[src/rtl/hdmi_cfg_pkg.sv]
// Shared types and the fixed transmitter register table for the HDMI
// configuration sequencer.
package hdmi_cfg_pkg;

  typedef enum logic [1:0] {
    WAIT_HPD,
    PWRUP,
    INIT,
    RUN
  } state_t;

  localparam int NUM_CMDS = 13;
  localparam int IDX_W    = 4;

  // Each entry is {register address, register data}.
  function automatic logic [15:0] init_rom(input logic [IDX_W-1:0] idx);
    logic [15:0] word;
    word = 16'h0000;
    case (idx)
      4'd0:    word = 16'h9803;
      4'd1:    word = 16'h9AE0;
      4'd2:    word = 16'h9C30;
      4'd3:    word = 16'h9D61;
      4'd4:    word = 16'hA2A4;
      4'd5:    word = 16'hA3A4;
      4'd6:    word = 16'hE0D0;
      4'd7:    word = 16'hF900;
      4'd8:    word = 16'h1500;
      4'd9:    word = 16'h1670;
      4'd10:   word = 16'h1846;
      4'd11:   word = 16'h4110;
      4'd12:   word = 16'hAF04;
      default: word = 16'h0000;
    endcase
    return word;
  endfunction

endpackage

[src/rtl/hdmi_hpd_sync.sv]
// Hot-plug detect conditioning: two-flop synchronizer followed by a debounce
// counter that only moves hpd_q after HPD_DEBOUNCE consecutive differing cycles.
module hdmi_hpd_sync #(
  parameter int HPD_DEBOUNCE = 65536
) (
  input  logic clk,
  input  logic reset_n,
  input  logic hpd,
  output logic hpd_q
);

  localparam int            CW       = (HPD_DEBOUNCE > 1) ? $clog2(HPD_DEBOUNCE) : 1;
  localparam logic [CW-1:0] CNT_LAST = CW'(HPD_DEBOUNCE - 1);

  logic [1:0]    sync;
  logic [CW-1:0] cnt;

  // NOTE: sequential state is only ever updated with non-blocking assignments so
  // every flop samples the pre-edge value of its neighbours.
  always_ff @(posedge clk or negedge reset_n) begin
    if (!reset_n) begin
      sync  <= 2'b00;
      cnt   <= '0;
      hpd_q <= 1'b0;
    end else begin
      sync <= {sync[0], hpd};
      if (sync[1] == hpd_q) begin
        cnt <= '0;
      end else if (cnt == CNT_LAST) begin
        cnt   <= '0;
        hpd_q <= sync[1];
      end else begin
        cnt <= cnt + 1'b1;
      end
    end
  end

endmodule

[src/rtl/hdmi_cfg_seq.sv]
// HDMI transmitter configuration sequencer and I2C write-engine arbiter.
// Optional HPD monitoring is enabled by defining HDMI_CFG_HPD_EN.
module hdmi_cfg_seq
  import hdmi_cfg_pkg::*;
#(
  parameter logic [7:0] DEVICE       = 8'h72,
  parameter int         PWRUP_CYCLES = 200000,
  parameter int         HPD_DEBOUNCE = 65536
) (
  input  logic       clk,
  input  logic       reset_n,
  input  logic       hpd,
  input  logic       req_valid,
  output logic       req_ready,
  input  logic [7:0] req_addr,
  input  logic [7:0] req_data,
  output logic       i2c_valid,
  input  logic       i2c_ready,
  output logic [7:0] i2c_device,
  output logic [7:0] i2c_addr,
  output logic [7:0] i2c_data,
  output logic       cfg_done,
  output logic [7:0] init_cnt
);

  localparam int               PW         = (PWRUP_CYCLES > 1) ? $clog2(PWRUP_CYCLES) : 1;
  localparam logic [PW-1:0]    PWRUP_LOAD = PW'(PWRUP_CYCLES - 1);
  localparam logic [IDX_W-1:0] LAST_IDX   = IDX_W'(NUM_CMDS - 1);

  logic hpd_q;

`ifdef HDMI_CFG_HPD_EN
  hdmi_hpd_sync #(
    .HPD_DEBOUNCE(HPD_DEBOUNCE)
  ) u_hpd_sync (
    .clk    (clk),
    .reset_n(reset_n),
    .hpd    (hpd),
    .hpd_q  (hpd_q)
  );
`else
  // Link is treated as permanently plugged; hpd and the debounce length are inert.
  logic unused_hpd;
  assign unused_hpd = hpd ^ (HPD_DEBOUNCE == 0);
  assign hpd_q      = 1'b1;
`endif

  state_t           state, state_nxt;
  logic [PW-1:0]    pwr_cnt, pwr_cnt_nxt;
  logic [IDX_W-1:0] cmd_idx, cmd_idx_nxt;
  logic             valid_nxt, done_nxt;
  logic [7:0]       addr_nxt, data_nxt, init_cnt_nxt, init_bump;
  logic             xfer, req_accept, link_lost;
  logic [IDX_W-1:0] idx_next;

  assign i2c_device = DEVICE;
  assign req_ready  = (state == RUN) && !i2c_valid && hpd_q;
  assign xfer       = i2c_valid && i2c_ready;
  assign req_accept = req_valid && req_ready;
  assign idx_next   = cmd_idx + 1'b1;

  // A pending command is never withdrawn, so unplug waits for its transfer.
  assign link_lost  = !hpd_q && ((state == INIT) || (state == RUN)) && (!i2c_valid || xfer);

`ifdef HDMI_CFG_HPD_EN
  assign init_bump = init_cnt + 8'd1;
`else
  assign init_bump = 8'd1;
`endif

  always_ff @(posedge clk or negedge reset_n) begin
    if (!reset_n) begin
      state     <= WAIT_HPD;
      pwr_cnt   <= '0;
      cmd_idx   <= '0;
      i2c_valid <= 1'b0;
      i2c_addr  <= 8'h00;
      i2c_data  <= 8'h00;
      cfg_done  <= 1'b0;
      init_cnt  <= 8'h00;
    end else begin
      state     <= state_nxt;
      pwr_cnt   <= pwr_cnt_nxt;
      cmd_idx   <= cmd_idx_nxt;
      i2c_valid <= valid_nxt;
      i2c_addr  <= addr_nxt;
      i2c_data  <= data_nxt;
      cfg_done  <= done_nxt;
      init_cnt  <= init_cnt_nxt;
    end
  end

  always_comb begin
    // NOTE: every output of this block gets a hold value first, so no path can
    // leave one unassigned and infer a latch.
    state_nxt    = state;
    pwr_cnt_nxt  = pwr_cnt;
    cmd_idx_nxt  = cmd_idx;
    valid_nxt    = i2c_valid;
    addr_nxt     = i2c_addr;
    data_nxt     = i2c_data;
    done_nxt     = cfg_done;
    init_cnt_nxt = init_cnt;

    case (state)
      WAIT_HPD: begin
        if (hpd_q) begin
          state_nxt   = PWRUP;
          pwr_cnt_nxt = PWRUP_LOAD;
        end
      end
      PWRUP: begin
        if (!hpd_q) begin
          state_nxt = WAIT_HPD;
        end else if (pwr_cnt == '0) begin
          state_nxt              = INIT;
          cmd_idx_nxt            = '0;
          valid_nxt              = 1'b1;
          {addr_nxt, data_nxt}   = init_rom('0);
        end else begin
          pwr_cnt_nxt = pwr_cnt - 1'b1;
        end
      end
      INIT: begin
        if (xfer) begin
          if (cmd_idx == LAST_IDX) begin
            state_nxt    = RUN;
            valid_nxt    = 1'b0;
            done_nxt     = 1'b1;
            init_cnt_nxt = init_bump;
          end else begin
            cmd_idx_nxt          = idx_next;
            {addr_nxt, data_nxt} = init_rom(idx_next);
          end
        end
      end
      RUN: begin
        if (req_accept) begin
          valid_nxt = 1'b1;
          addr_nxt  = req_addr;
          data_nxt  = req_data;
        end else if (xfer) begin
          valid_nxt = 1'b0;
        end
      end
      default: state_nxt = WAIT_HPD;
    endcase

    if (link_lost) begin
      state_nxt   = WAIT_HPD;
      done_nxt    = 1'b0;
      valid_nxt   = 1'b0;
      cmd_idx_nxt = '0;
    end
  end

endmodule

[config.mk]
export PLATFORM = sky130hd
export DESIGN_NAME = hdmi_cfg_seq
export DESIGN_NICKNAME = d
export VERILOG_FILES = /design/src/rtl/hdmi_cfg_pkg.sv /design/src/rtl/hdmi_hpd_sync.sv /design/src/rtl/hdmi_cfg_seq.sv
export SDC_FILE = /design/constraint.sdc
export NUM_CORES = 1
export LEC_CHECK = 0
export CAP_MARGIN = 20
export CORE_UTILIZATION = 30
export DETAILED_ROUTE_END_ITERATION = 16
export GPL_TIMING_DRIVEN = 0
export PLACE_DENSITY = 0.6
export SLEW_MARGIN = 15
export SYNTH_ARGS = -nofsm -noshare
export SYNTH_HDL_FRONTEND = slang
export SYNTH_HIERARCHICAL = 1
export SYNTH_SLANG_ARGS = --single-unit
[constraint.sdc]
create_clock -name clk -period 4.7 [get_ports clk]
set_clock_uncertainty 0.15 [all_clocks]
set_input_delay 0.705 -clock clk [delete_from_list [all_inputs] [get_ports clk]]
set_output_delay 0.705 -clock clk [all_outputs]
set_load 0.05 [all_outputs]
==> impl_metrics.json <==
{
  "path_clk_slew_ns": 0.08,
  "slew_violations": 0,
  "synth.yosys.seq_area_share_pct": 38.1,
  "h-tree-depth": 2,
  "die_h_um": 97.9,
  "post-dp-hpwl_um": 4820,
  "die-area_um2": 9580,
  "design_area_um2": 3430,
  "ys_ff_latch": 42,
  "syn_area_um2": 2760,
  "synth_edf_count": 0,
  "post-route-period-util_pct": 74.3,
  "final_cells": 454,
  "cellLeakagePower_nw": 1.40,
  "grt_pass1_vias": 2245,
  "synth-async-reset-ratio_pct": 100,
  "synthesis.instances": 286,
  "grt_use_total_pct": 14.1,
  "post_cts_buffers": 0,
  "gp_congestion": 0.832,
  "synth_top_area_share_pct": 38.1,
  "pin_count": 56,
  "overflow": 0,
  "yosysMostFrequentCell": "dfrtp_1",
  "failed_checks": "design-rule violations",
  "area_growth_pct": 24.2,
  "worstMarginPinSlew_ns": 0.794,
  "ys_warn_count": 6,
  "avgSynthCellArea_um2": 9.65,
  "fp.dieW_um": 97.9,
  "cts.sinks": 42,
  "synth_common_cells": "dfrtp_1 (42), nand2_1 (27), buf_4 (16)",
  "post_cts_resized": 0,
  "period_minus_slack_ns": 3.49,
  "crit_type": "reg2reg",
  "hold_viol_final": 0,
  "tns_ns": 0,
  "layout_setup_ws_ns": 1.21,
  "end_kind": "flop",
  "wl_per_cell_um": 14.4,
  "clockRootBuffer": "clkbuf_8",
  "cts_buffers": 5,
  "yosys.area.top_type": "dfrtp_1",
  "antennaDiodeCount": 0,
  "vias": 2293,
  "ir_drop_v": 0.000194,
  "synthTopCellsByArea": "dfrtp_1 (38%), ha_1 (6.3%), mux2_4 (4.9%)",
  "worstPathArrival_ns": 3.52,
  "p_per_area_nw_per_um2": 605,
  "hold_path.class": "in2async",
  "fp-row-count": 34,
  "viasPerCell": 5.05,
  "drtIter0Drc": 216,
  "finalSetupViolations": 0,
  "drc": 3,
  "core-area_um2": 8810,
  "cp-start-kind": "flop",
  "hold_buffers": 0,
  "nets": 381,
  "cts_tree": "built",
  "antenna_found_initial": 0,
  "drt-pass1-iter-count": 10,
  "antenna_left": 0,
  "initial_core_util_pct": 31.3,
  "clkLatencyLatePin_ns": 0.29,
  "cp_max_fo": 10,
  "required_ns": 4.73,
  "ys_types": 51,
  "io_buffers": 39,
  "dpl_worst_slack_ns": 1.22,
  "grt_pass1_wl_um": 10900,
  "finalPower_w": 0.00207,
  "drive_gt1_share_pct": 13.6,
  "rsz0062_at_grt": "false",
  "reg2reg_depth": 8,
  "slew-limit-headroom_pct": 46.7,
  "fmax_mhz": 286,
  "wl_um": 6540,
  "cts_buffer_depth": 2,
  "grt_max_degree": 33,
  "status": "complete, but fails checks",
  "maxCapViolations": 0,
  "place_inst": 447,
  "synthFlopType": "dfrtp_1",
  "placed_area_um2": 3350
}
-- path summary, 6_finish.rpt --
path	from	to	slack, ns
setup / recovery	pwr_cnt[0]	i2c_data[7]	1.21
hold / removal	reset_n	pwr_cnt[10]	0.13
setup reg to reg	pwr_cnt[0]	i2c_data[7]	1.21
hold reg to reg	pwr_cnt[0]	pwr_cnt[0]	0.36
max in group asynchronous	reset_n	i2c_data[3]	3.80
min in group clk	pwr_cnt[0]	pwr_cnt[0]	0.36
-- state kept, by name, indices dropped and copies added, names as in the netlist --
name       flops
i2c_data       8
cmd_idx        4
i2c_addr       8
cfg_done       1
i2c_valid      1
state          2
pwr_cnt       18
-- logic make-up (layout without fill, tap and decap cells) --
kind of cell | Yosys count | count (layout) | share of synthesized area (%)
simple gates | 94 | 94 | 18.5
mux | 25 | 25 | 11.0
compound gates | 59 | 59 | 14.9
flops | 42 | 42 | 38.1
fa+ha+maj | 14 | 14 | 6.35
buf+inv | 41 | 88 | 8.03
xor+xnor | 9 | 9 | 2.86
other cells | 2 | 15 | 0.272
-- layout by cell type (no fill, tap or decap), types with 5 or more instances in the layout --
| cell | Yosys | routed |
|---|---|---|
| a211oi_1 | 5 | 5 |
| o21ai_0 | 13 | 13 |
| ha_1 | 14 | 14 |
| nand4_1 | 6 | 6 |
| nand2_1 | 27 | 27 |
| mux2i_1 | 9 | 9 |
| nand3_1 | 11 | 11 |
| mux2_2 | 7 | 7 |
| nor3_1 | 9 | 9 |
| inv_1 | 10 | 10 |
| or4_1 | 7 | 7 |
| a31oi_1 | 6 | 6 |
| conb_1 | 2 | 15 |
| mux2_4 | 9 | 9 |
| clkbuf_8 | 0 | 5 |
| buf_4 | 16 | 16 |
| xnor2_1 | 6 | 6 |
| o211ai_1 | 6 | 6 |
| clkdlybuf4s50_1 | 0 | 38 |
| nor2_1 | 9 | 9 |
| clkbuf_1 | 14 | 14 |
| dfrtp_1 | 42 | 42 |
| a21oi_1 | 10 | 10 |
-- per-stage QoR --
| stage | hold WS [ns] | utilization [%] |
|---|---|---|
| CTS | 0.130 | 38.9 |
| global placement | 0.343 | 37.9 |
| finish | 0.129 | 38.9 |
| global route | 0.133 | 38.9 |
| floorplan | 0.259 | - |
| detailed placement | 0.349 | 38.0 |
-- cell type report --
cell class	count	area, um^2
Tap cell	108	135
Sequential cell	42	1050
Buffer	31	184
Timing Repair Buffer	40	405
Fill cell	875	5380
Clock buffer	5	68.8
Inverter	10	37.5
Multi-Input combinational cell	216	1540
Clock inverter	2	10.0
-- report_power, final --
| group | leakage (nW) | switching (W) | internal (W) |
|---|---|---|---|
| Clock | 0.0438 | 0.000128 | 0.000100 |
| Combinational | 0.853 | 0.000753 | 0.000508 |
| Sequential | 0.503 | 0.000105 | 0.000480 |
-- worst max-delay path, stage by stage (launching register included) --
cell,delay (ns)
dfrtp_1,0.41
inv_1,0.08
ha_1,0.23
or4b_1,0.52
or4b_4,0.53
o21a_1,0.23
a2111oi_4,0.65
buf_6,0.27
mux2_4,0.31
-- metal layers --
metal	GRT usage (%)	wire, um
met1	19.4	3150
met2	22.3	2890
met3	2.51	344
met4	4.90	154
met5	0	0
(Power assumes the default switching activity.)
==> RTL edit 1 (same flow settings) <==
Set the package constant `IDX_W` to 3 (it was 4).
--- a/src/rtl/hdmi_cfg_pkg.sv
+++ b/src/rtl/hdmi_cfg_pkg.sv
@@ -10,7 +10,7 @@
   } state_t;
 
   localparam int NUM_CMDS = 13;
-  localparam int IDX_W    = 4;
+  localparam int IDX_W    = 3;
 
   // Each entry is {register address, register data}.
   function automatic logic [15:0] init_rom(input logic [IDX_W-1:0] idx);
Function: same outputs for any inputs over 10 cycles, from zero or initial values and one cycle with reset_n low; that may be too few to reach the edited logic, so the function may still have changed.
==> RTL edit 1 against the unedited design <==
- largest power group unchanged
- non-clock buffer count decreased by 6
- count of clock-buffer cells in the layout increased by 2
- final area decreased by 6.0%
- area after synthesis decreased by 8.4%
- sequential power decreased by 20%
- first-iteration DRC count decreased by 76%
- routed wire length decreased by 15%
- register-to-register slack improved by 900 ps
- power decreased by 34%
- synthesized cell count decreased by 8.4%
- sequential cell count decreased by 1
- setup slack improved by 230 ps
==> RTL edit 1: results <==
[synth]
avgSynthCellArea_sq_um = 9.647
synthAdderAreaFrac_pct = 6.436
synth_compound_area_share_pct = 14.41
synthMuxAreaShare_pct = 9.356
ys_seq_area_share_pct = 40.59
synth_xor_area_share_pct = 3.119

[status]
status = finished, final reports clean

[finish]
final_net_count = 356
drive_above_1_share_pct = 16.41
stdcell_count = 428

[grt]
grt_pass1_wl_um = 9287
grt_usage_pct = 13.25
grt_pass1_vias = 1940

[placement]
place_ws_ps = 1729
dpl.hpwl_um = 4193
gp_congestion = 0.8210
postPlaceCellArea_sq_mm = 0.003120
dp_cells = 420

[timing]
worst_pin_slew_ps = 669.1
setup_slack_ps = 1440

[drt]
vias = 2009
first_pass_iters = 4
drt-initial-drc-count = 51

[power_and_ir_drop]
vdd_drop_max_uv = 145.5
leakage_nw = 1.518

[critical_path]
r2r_slack_ps = 2110
cpPeakStageDelay_ps = 830
cp_top_family = buffers and inverters
cp.arrival_ps = 2410
endpoint = req_ready
## RTL edit 1: changes by cell type after synthesis, sizes merged, moves of 5 or more
cell and change:
clkbuf -9, a21oi +5, nor3 -5, inv +6, a211oi -5, nor2 +12
## RTL edit 1: power by group through the flow
| stage | logic [mW] | registers (mW) | clock network, mW |
|---|---|---|---|
| 3_5_place_dp | 0.651 | 0.477 | 0 |
| 4_1_cts | 0.652 | 0.469 | 0.263 |
| 2_1_floorplan | 0.173 | 0.739 | 0 |
| 3_3_place_gp | 0.646 | 0.473 | 0 |
| 6_report | 0.647 | 0.468 | 0.257 |
| 5_1_grt | 0.676 | 0.478 | 0.277 |
## RTL edit 1: per-stage QoR
stage                     hold slack (ps)  power (mW)
after floorplan                     259.4      0.9114
after global placement              339.0       1.119
after detailed placement            343.7       1.128
after CTS                           290.3       1.384
after global routing                310.9       1.431
final                               273.2       1.372
## RTL edit 1: area by class of cell
type | instances | share of cell area (%)
Buffer | 25 | 5.515
Clock buffer | 7 | 2.990
Clock inverter | 1 | 0.1553
Inverter | 16 | 1.864
Multi-Input combinational cell | 193 | 40.74
Sequential cell | 41 | 31.84
Tap cell | 105 | 4.078
Timing Repair Buffer | 40 | 12.82
## RTL edit 1: how the worst min path moves through the flow
stage	start	endpoint	slack (ps)	cells past startpoint
floorplan	reset_n	cfg_done	260	0
global placement	i2c_addr[2]	i2c_addr[2]	340	1
detailed placement	i2c_addr[6]	i2c_addr[6]	340	1
CTS	reset_n	i2c_addr[1]	290	1
global route	reset_n	i2c_addr[1]	310	1
finish	reset_n	pwr_cnt[3]	270	1
## RTL edit 1: per-layer routing
layer	part of all wire [%]	up-vias	global-route usage [%]
li1	-	1012	-
met1	50	935	18.42
met5	0	-	0
met2	44	55	21.17
met3	5.3	7	2.751
met4	0.76	0	2.692
==> RTL edit 2 (same flow settings) <==
Without the edit above. Re-encode `state_t` (4 states) as one-hot, 4 bits wide.
--- a/src/rtl/hdmi_cfg_pkg.sv
+++ b/src/rtl/hdmi_cfg_pkg.sv
@@ -2,11 +2,11 @@
 // configuration sequencer.
 package hdmi_cfg_pkg;
 
-  typedef enum logic [1:0] {
-    WAIT_HPD,
-    PWRUP,
-    INIT,
-    RUN
+  typedef enum logic [3:0] {
+    WAIT_HPD = 4'b0001,
+    PWRUP    = 4'b0010,
+    INIT     = 4'b0100,
+    RUN      = 4'b1000
   } state_t;
 
   localparam int NUM_CMDS = 13;
Function: no difference found for any inputs over 10 cycles, from zero or initial values and one cycle with reset_n low; not proved beyond that.
==> RTL edit 2 against the unedited design <==
- non-clock buffer count grew 4
- area after synthesis increased by 3.5%
- routed wire length rose by 5.9%
- setup slack better by 180 ps
- sequential share of layout area increased by 0.093 points
- sequential cell count increased by 2
- first-iteration DRC count is 33% lower
- fmax up 5.4%
- core utilization is 0.14 points lower
- final area increased by 4.6%
- critical path type is now reg2out
Power is not compared: it rests on default switching activity, and its combinational part moved more than twofold at a synthesized area within 25%.
==> RTL edit 2: results <==
[finish]
n_antenna_cell = 0
drive_above_1_share_pct = 11.17
final_net_count = 395
largest_registers = pwr_cnt: 18 flops, i2c_addr: 8 flops, i2c_data: 8 flops

[grt]
met3_usage_pct = 2.881
grt_use_met1_pct = 19.52
grt_max_degree = 25
grt_pass1_wl_um = 11870
antenna_found_initial = 0
grt_usage_pct = 14.87
use_met2_pct = 25.48

[drt]
first_pass_iters = 4
vias = 2446
wl_met1_um = 3131
maxUsedRoutingLayer = met4
drt-initial-drc-count = 145
dr_wl_met3_um = 312
wl_met2_um = 3446
avgRoutedWirePerCell_um = 13.97

[clock_tree]
clk_latency_ps = 300
path_clk_slew_ps = 90
clockBufferDepth = 2
cts_inserted_buffers = 5
htree_num_levels = 2
post_cts_resized = 0

[critical_path]
endpoint = req_ready
r2r_slack_ps = 1660
cp_max_fo = 10
cp-startpoint = state[3]
cpPeakStageDelay_ps = 810
cp_top_family = buffers and inverters
rr_endpoint = i2c_addr[3]
cp.arrival_ps = 2460
reg2reg_from = cmd_idx[0]
worstRegToRegCells = 10
cpMaxStageDelayCell = clkdlybuf4s50_1
worst_setup_path_start_kind = flip-flop

[placement]
gp_congestion = 0.8560
dpl.hpwl_um = 5262
place_ws_ps = 1637
postPlaceCellArea_sq_mm = 0.003472
port_buffers = 39

[timing]
finalMaxSlewViolations = 0
worst_hold_slack_ps = 215.2
setup_slack_ps = 1389
worst_pin_slew_ps = 1062

[status]
status = finished, final reports clean

[synth]
ys_seq_area_share_pct = 38.59
ys_types = 61
async_flop_share_pct = 100.0
synth.area.top_cells = dfrtp_1 (38%), mux2_1 (4.7%), buf_4 (4.2%)
yosysWarnings = 6
synth_commonest_cells = dfrtp_1 (43), nand2_1 (30), nor2_1 (18)

[hold_path]
hold_path.class = in2async

[power_and_ir_drop]
vdd_drop_max_uv = 114.2
swShare_pct = 24.20
[RTL edit 2: cell types whose count changed after synthesis, moves of 4 or more]
cell | before | now
nor2_1 | 9 | 18
ha_1 | 14 | 8
nor4b_1 | 1 | 5
mux2_1 | 0 | 12
inv_1 | 10 | 6
mux2_2 | 7 | 1
xor2_1 | 3 | 7
mux2_4 | 9 | 0
[RTL edit 2: metrics by stage]
step           instances  power (mW)
6_report             496      0.7380
5_1_grt              496      0.7636
4_1_cts              496      0.7449
3_5_place_dp         488      0.4485
3_3_place_gp         487      0.4468
2_1_floorplan        319      0.4217
[RTL edit 2: cell type report]
cell class | instances | area, sq um
clock inverters | 3 | 42.54
clock buffers | 5 | 68.82
repair buffers | 40 | 405.4
multi-input cells | 234 | 1567
fillers | 938 | 5657
plain buffers | 35 | 214.0
flip-flops and latches | 44 | 1102
inverters | 6 | 22.52
well taps | 129 | 161.4
[RTL edit 2: cell families (layout without fill, tap and decap cells)]
| logic type | Yosys count | after routing | share of synthesized area, % |
|---|---|---|---|
| simple gates | 110 | 110 | 21.55 |
| fa+ha+maj | 8 | 8 | 3.504 |
| buf+inv | 41 | 89 | 8.278 |
| flops | 44 | 44 | 38.59 |
| mux | 19 | 19 | 7.227 |
| compound gates | 70 | 70 | 16.91 |
| other cells | 2 | 15 | 0.2629 |
| xor+xnor | 12 | 12 | 3.679 |
[RTL edit 2: power by group through the flow]
stage          clock network [mW]  logic [mW]  registers [mW]
6_report                    0.298      0.0622           0.378
5_1_grt                     0.319      0.0666           0.378
4_1_cts                     0.304      0.0627           0.378
3_5_place_dp                    0      0.0628           0.386
3_3_place_gp                    0      0.0610           0.386
2_1_floorplan                   0      0.0359           0.386
